<file path="src/rtl/apr_evt_pkg.sv">
// apr_evt_pkg -- shared definitions for the apr_evt event/interrupt block.
//   rd_sel_e : diagnostic read-select encoding for apr_evt.rd_data
//   *_DEF    : default values for the NCH / PIA_W / CNT_W parameters
package apr_evt_pkg;

  localparam int NCH_DEF   = 8;
  localparam int PIA_W_DEF = 3;
  localparam int CNT_W_DEF = 4;

  typedef enum logic [1:0] {
    RD_FLAGS = 2'd0,  // next-state flags
    RD_EN    = 2'd1,  // interrupt enables
    RD_EVENT = 2'd2,  // raw event inputs
    RD_FIRST = 2'd3   // zero-extended {first_valid, first_idx}
  } rd_sel_e;

endpackage

</file>
<file path="src/rtl/apr_evt_chan.sv">
// apr_evt_chan -- one event channel: a sticky event flag plus its interrupt
// enable bit.
// Ports:
//   clk, RESET            clock and synchronous active-high reset
//   sel_en/sel_dis        enable / disable strobes (sel_en wins)
//   sel_set/sel_clr       flag set / clear strobes (set and evt win)
//   mask                  this channel's bit of the command mask
//   evt                   level hardware condition for this channel
//   flag, en              registered flag and interrupt enable
//   flag_next             combinational next value of flag (before reset)
module apr_evt_chan
  import apr_evt_pkg::*;
(
  input  logic clk,
  input  logic RESET,
  input  logic sel_en,
  input  logic sel_dis,
  input  logic sel_set,
  input  logic sel_clr,
  input  logic mask,
  input  logic evt,
  output logic flag,
  output logic en,
  output logic flag_next
);

  logic en_next;

  always_comb begin
    flag_next = evt | (sel_set & mask) | (flag & ~(sel_clr & mask));
    en_next   = (sel_en & mask) | (en & ~(sel_dis & mask));
  end

  always_ff @(posedge clk) begin
    if (RESET) begin
      flag <= 1'b0;
      en   <= 1'b0;
    end else begin
      flag <= flag_next;
      en   <= en_next;
    end
  end

endmodule

</file>
<file path="src/rtl/apr_evt.sv">
// apr_evt -- per-channel sticky event flags with interrupt enables, a
// priority-interrupt assignment (PIA) register, a saturating count of cycles
// in which any flag rose, and optional first-error capture.
// Optional feature: define APR_EVT_FIRST_ERR_EN to build first-error capture;
// without it first_valid/first_idx are tied to 0 and hold no storage.
// Ports:
//   clk, RESET                       clock, synchronous active-high reset
//   sel_en/sel_dis/sel_set/sel_clr   command strobes, masked by data[NCH]
//   evt[NCH]                         level hardware event per channel
//   pia_ld, pia_in[PIA_W]            PIA register load
//   cnt_clr                          zero the error counter
//   rd_sel[2]                        diagnostic read select (rd_sel_e)
//   flags, int_en                    registered flags / enables
//   irq, irq_pia                     interrupt request and its PIA level
//   any_err                          one-cycle pulse after a flag-rise cycle
//   err_cnt[CNT_W]                   saturating count of flag-rise cycles
//   first_valid, first_idx           first-error capture
//   rd_data[NCH]                     diagnostic read bus
module apr_evt
  import apr_evt_pkg::*;
#(
  parameter int NCH   = NCH_DEF,
  parameter int PIA_W = PIA_W_DEF,
  parameter int CNT_W = CNT_W_DEF
) (
  input  logic                     clk,
  input  logic                     RESET,
  input  logic                     sel_en,
  input  logic                     sel_dis,
  input  logic                     sel_set,
  input  logic                     sel_clr,
  input  logic [NCH-1:0]           data,
  input  logic [NCH-1:0]           evt,
  input  logic                     pia_ld,
  input  logic [PIA_W-1:0]         pia_in,
  input  logic                     cnt_clr,
  input  logic [1:0]               rd_sel,
  output logic [NCH-1:0]           flags,
  output logic [NCH-1:0]           int_en,
  output logic                     irq,
  output logic [PIA_W-1:0]         irq_pia,
  output logic                     any_err,
  output logic [CNT_W-1:0]         err_cnt,
  output logic                     first_valid,
  output logic [$clog2(NCH)-1:0]   first_idx,
  output logic [NCH-1:0]           rd_data
);

  localparam int IDX_W = $clog2(NCH);

  function automatic logic [CNT_W-1:0] sat_inc(input logic [CNT_W-1:0] v);
    return (&v) ? v : v + CNT_W'(1);
  endfunction

  logic [NCH-1:0]   flags_nxt;
  logic [NCH-1:0]   flags_rd;
  logic [NCH-1:0]   rise;
  logic             set_cyc;
  logic [PIA_W-1:0] pia_p0;

  for (genvar g = 0; g < NCH; g++) begin : g_chan
    apr_evt_chan u_chan (
      .clk       (clk),
      .RESET     (RESET),
      .sel_en    (sel_en),
      .sel_dis   (sel_dis),
      .sel_set   (sel_set),
      .sel_clr   (sel_clr),
      .mask      (data[g]),
      .evt       (evt[g]),
      .flag      (flags[g]),
      .en        (int_en[g]),
      .flag_next (flags_nxt[g])
    );
  end

  // Reset overrides everything, so the visible next state and the rise
  // detection both see zeros while RESET is high.
  always_comb begin
    flags_rd = RESET ? '0 : flags_nxt;
    rise     = flags_rd & ~flags;
    set_cyc  = |rise;
  end

  // ---- stage p0: PIA, error pulse and counter registers ----
  always_ff @(posedge clk) begin
    if (RESET) begin
      pia_p0  <= '0;
      any_err <= 1'b0;
      err_cnt <= '0;
    end else begin
      if (pia_ld)
        pia_p0 <= pia_in;
      any_err <= set_cyc;
      if (cnt_clr)
        err_cnt <= '0;
      else if (set_cyc)
        err_cnt <= sat_inc(err_cnt);
    end
  end

  // PIA level 0 means the interrupt is disabled.
  always_comb begin
    irq     = (|(flags & int_en)) & (|pia_p0);
    irq_pia = irq ? pia_p0 : '0;
  end

`ifdef APR_EVT_FIRST_ERR_EN
  logic [IDX_W-1:0] low_idx;

  // Descending scan so the lowest rising index is the last one written.
  always_comb begin
    low_idx = '0;
    for (int i = NCH - 1; i >= 0; i--)
      if (rise[i])
        low_idx = IDX_W'(i);
  end

  // A captured flag can only fall through sel_clr, so a zero next-state on
  // the captured channel releases the capture; re-arming waits one cycle.
  always_ff @(posedge clk) begin
    if (RESET) begin
      first_valid <= 1'b0;
      first_idx   <= '0;
    end else if (first_valid) begin
      if (!flags_nxt[first_idx])
        first_valid <= 1'b0;
    end else if (set_cyc) begin
      first_valid <= 1'b1;
      first_idx   <= low_idx;
    end
  end
`else
  assign first_valid = 1'b0;
  assign first_idx   = '0;
`endif

  always_comb begin
    rd_data = '0;
    case (rd_sel_e'(rd_sel))
      RD_FLAGS: rd_data = flags_rd;
      RD_EN:    rd_data = int_en;
      RD_EVENT: rd_data = evt;
      RD_FIRST: rd_data = NCH'({first_valid, first_idx});
      default:  rd_data = '0;
    endcase
  end

endmodule

</file>
<file path="config.mk">
export PLATFORM = sky130hd
export DESIGN_NAME = apr_evt
export DESIGN_NICKNAME = d
export VERILOG_FILES = /design/src/rtl/apr_evt_pkg.sv /design/src/rtl/apr_evt_chan.sv /design/src/rtl/apr_evt.sv
export SDC_FILE = /design/constraint.sdc
export NUM_CORES = 1
export LEC_CHECK = 0
export CORE_UTILIZATION = 38
export CTS_CLUSTER_SIZE = 28
export DETAILED_ROUTE_END_ITERATION = 8
export GPL_TIMING_DRIVEN = 0
export PLACE_DENSITY = 0.83
export SYNTH_ARGS = -nofsm -noshare
export SYNTH_HDL_FRONTEND = slang
export SYNTH_SLANG_ARGS = --single-unit
</file>
<file path="constraint.sdc">
create_clock -name clk -period 2.23 [get_ports clk]
set_clock_uncertainty 0.05 [all_clocks]
set_input_delay 0.223 -clock clk [delete_from_list [all_inputs] [get_ports clk]]
set_output_delay 0.223 -clock clk [all_outputs]
set_load 0.05 [all_outputs]
</file>
==> results of run 1 <==
## worst register-to-register path, stage by stage (launching register included)
cell and delay, ns:
dfxtp_1 0.39, or2_2 0.13, o32ai_1 0.07, or4_4 0.52, buf_6 0.14, a41oi_1 0.23
nor4_2 0.07
## synthesized netlist by cell type (3+ instances only)
| library cell | number |
|---|---|
| buf_4 | 20 |
| o32ai_1 | 4 |
| nor2_1 | 13 |
| a22oi_1 | 12 |
| mux2i_1 | 13 |
| clkbuf_1 | 6 |
| or2_2 | 3 |
| and2_1 | 3 |
| dfxtp_1 | 24 |
| o21ai_1 | 8 |
| a21oi_1 | 15 |
| nand2_1 | 37 |
## power breakdown
| group | total, mW | internal, mW | switching, mW |
|---|---|---|---|
| registers | 0.485 | 0.456 | 0.0286 |
| clock network | 0.301 | 0.158 | 0.143 |
| logic | 0.463 | 0.184 | 0.279 |
| total | 1.25 | 0.798 | 0.451 |
## through the flow
step	utilization, %	area, µm²	setup slack, ns	TNS [ns]
floorplan	-	1426	0.4209	0
global placement	59.40	2044	-0.5190	-4.099
detailed placement	59.40	2044	-0.5336	-4.184
CTS	61.25	2108	0.0001337	0
global route	60.71	2090	0.008424	0
finish	60.71	2090	0.09056	0
## cells by family after synthesis
kind of cell	count (synthesis)
multiplexers	13
buffers and inverters	30
adder cells (fa/ha/maj)	1
flip-flops	24
AO/OA/AOI/OAI	44
other	1
AND/OR/NAND/NOR	65
## worst min path at each step
| stage | startpoint | endpoint | slack, ns | cells after the start |
|---|---|---|---|---|
| final | sel_set | g_chan[6].u_chan.flag$_SDFF_PP0_ | 0.30 | 3 |
| after global routing | sel_set | g_chan[6].u_chan.flag$_SDFF_PP0_ | 0.31 | 3 |
| after CTS | sel_set | g_chan[6].u_chan.flag$_SDFF_PP0_ | 0.29 | 3 |
| after detailed placement | g_chan[3].u_chan.flag$_SDFF_PP0_ | g_chan[3].u_chan.flag$_SDFF_PP0_ | 0.45 | 2 |
| after global placement | pia_p0[2]$_SDFFE_PP0P_ | pia_p0[2]$_SDFFE_PP0P_ | 0.44 | 2 |
| after floorplan | cnt_clr | err_cnt[3]$_SDFFE_PP0P_ | 0.24 | 1 |
## layer usage
metal	GRT usage, %	routed length [µm]
met1	25.52	1625
met5	0	0
met3	4.562	312
met2	34.54	1863
met4	6.395	51
## repair_timing
action	CTS	global route
pin swaps	0	0
gates resized for setup	29	16
setup endpoints to repair	11	9
## cell type report
cell class | count | area (µm²)
fillers | 326 | 1353
multi-input cells | 127 | 742.0
repair buffers | 56 | 545.5
flip-flops and latches | 24 | 480.5
plain buffers | 30 | 209.0
well taps | 46 | 57.56
clock buffers | 4 | 55.05
## registers in the layout (all words and copies together), names as in the netlist
| name | count |
|---|---|
| g_chan.u_chan.flag | 8 |
| pia_p0 | 3 |
| g_chan.u_chan.en | 8 |
| err_cnt | 4 |
| any_err | 1 |
==> metrics.cfg, run 1 <==
[outcome]
status=completed

[timing]
hold_viol=0
slew_violations=0
setup_viol=0
max_freq_ghz=0.4674
post-route-period-util_pct=95.94
slew-limit-headroom_pct=53.74
fin_crit_ns=2.139
hold_slack_ns=0.2993
tightest_slew_ns=0.6940
rsz0062_at_grt=false

[cts]
post_cts_buffers=0
cts_tree=done
clock-root-buffer=clkbuf_8
cts_buffers=3
clk_latency_ns=0.27
clkTransAtPathRegs_ns=0.08
clockBufferDepth=2
cts.sinks=24
ctsHoldBuffers=0
htreeDepth=1

[logic_synthesis]
ys_ff_latch=24
synth_cells=178
synth_top_area_share_pct=33.95
synth_fa_ha_area_share_pct=0.8842
ys_warn_count=0
ys_types=29
synth_top_family_by_area=simple AND/OR/NAND/NOR gates
avgSynthCellArea_um2=7.950
synth_xor_area_share_pct=0
synth_seq_area_share_pct=33.95
yosys.area_share.simple_pct=20.78
synthMuxAreaShare_pct=9.195
synth_area_um2=1415
yosys-top-cells-area=dfxtp_1, buf_4, nand2_1
synth_ff_type=dfxtp_1
synth-edff-count=0
yosysTopAreaCell=dfxtp_1
synth_async_sr_flop_share_pct=0
synth-compound-area-share_pct=20.51

[setup_path]
path_common_cell=clkbuf_4
critical_path_class=in2out
r2r.worst_path.cells=6
crit_family=buffers and inverters
crit_start=RESET
crit_chain=clkdlybuf4s50_1 -> buf_2 -> clkbuf_4 -> a21oi_1 -> mux2i_1 -> o21ai_1 -> clkbuf_4
worst_ep_arrival_time_ns=1.87
cp_num_buf_inv=4
end_kind=primary output
crit_cells=7
worstSetupEndpoint=rd_data[7]
r2r_setup_slack_ns=0.51
crit_path_start_kind=primary input
path_max_fanout=10
cpMaxStageDelayCell=clkdlybuf4s50_1
r2r-start=g_chan[2].u_chan.flag$_SDFF_PP0_
max_stage_delay_ns=0.48
r2r-end=err_cnt[3]$_SDFFE_PP0P_
required_ns=1.96

[route]
drt_iter0_drc=106
routed_wl_um=3853
via_per_inst=5.038
route.detailed.drc=0
wl_per_cell_um=13.43
drt_pass1_iterations=4
antenna_left=0
vias=1446

[floorplanning]
std_cell_rows=21
start_util_pct=41.11
ios=66
dieArea_um2=3972
die_w_um=63.03
die_y_um=63.03
core_um2=3442

[layout]
final_cell_mix=clkdlybuf4s50_1, nand2_1, dfxtp_1
synthToLayoutAreaGrowth_pct=47.66
final_common_cell=clkdlybuf4s50_1
final_cells=287
drive_gt1_share_pct=18.67
final_nets=272
antennaDiodeCount=0

[global_routing]
grt_pass1_wl_um=6472
grt_pass1_vias=1390
grt.overflow.total=0
grt_antenna_before_repair=0
grt_use_total_pct=20.47
grt_max_degree=14

[worst_hold_path]
min_path_type=in2reg

[job]
maxCapViolCount=0

[power]
p_per_area_nw_per_um2=597.7
peakVddDrop_uv=458.0
power_mw=1.249
total_leakage_power_nw=0.9090

[placement]
dp_cells=283
gp_congestion=0.7877
port_buffers=56
dp_hpwl_um=2884

Power figures use the tool's default switching activity.
==> run 2, diff against run 1 <==
--- a/config.mk
+++ b/config.mk
@@ -8,8 +8,10 @@
 export CORE_UTILIZATION = 38
 export CTS_CLUSTER_SIZE = 28
 export DETAILED_ROUTE_END_ITERATION = 8
+export GPL_ROUTABILITY_DRIVEN = 0
 export GPL_TIMING_DRIVEN = 0
 export PLACE_DENSITY = 0.83
+export SLEW_MARGIN = 15
 export SYNTH_ARGS = -nofsm -noshare
 export SYNTH_HDL_FRONTEND = slang
 export SYNTH_SLANG_ARGS = --single-unit
==> results of run 2 <==
Same layout as run 1: the final DEF is identical, and so are final timing and power.
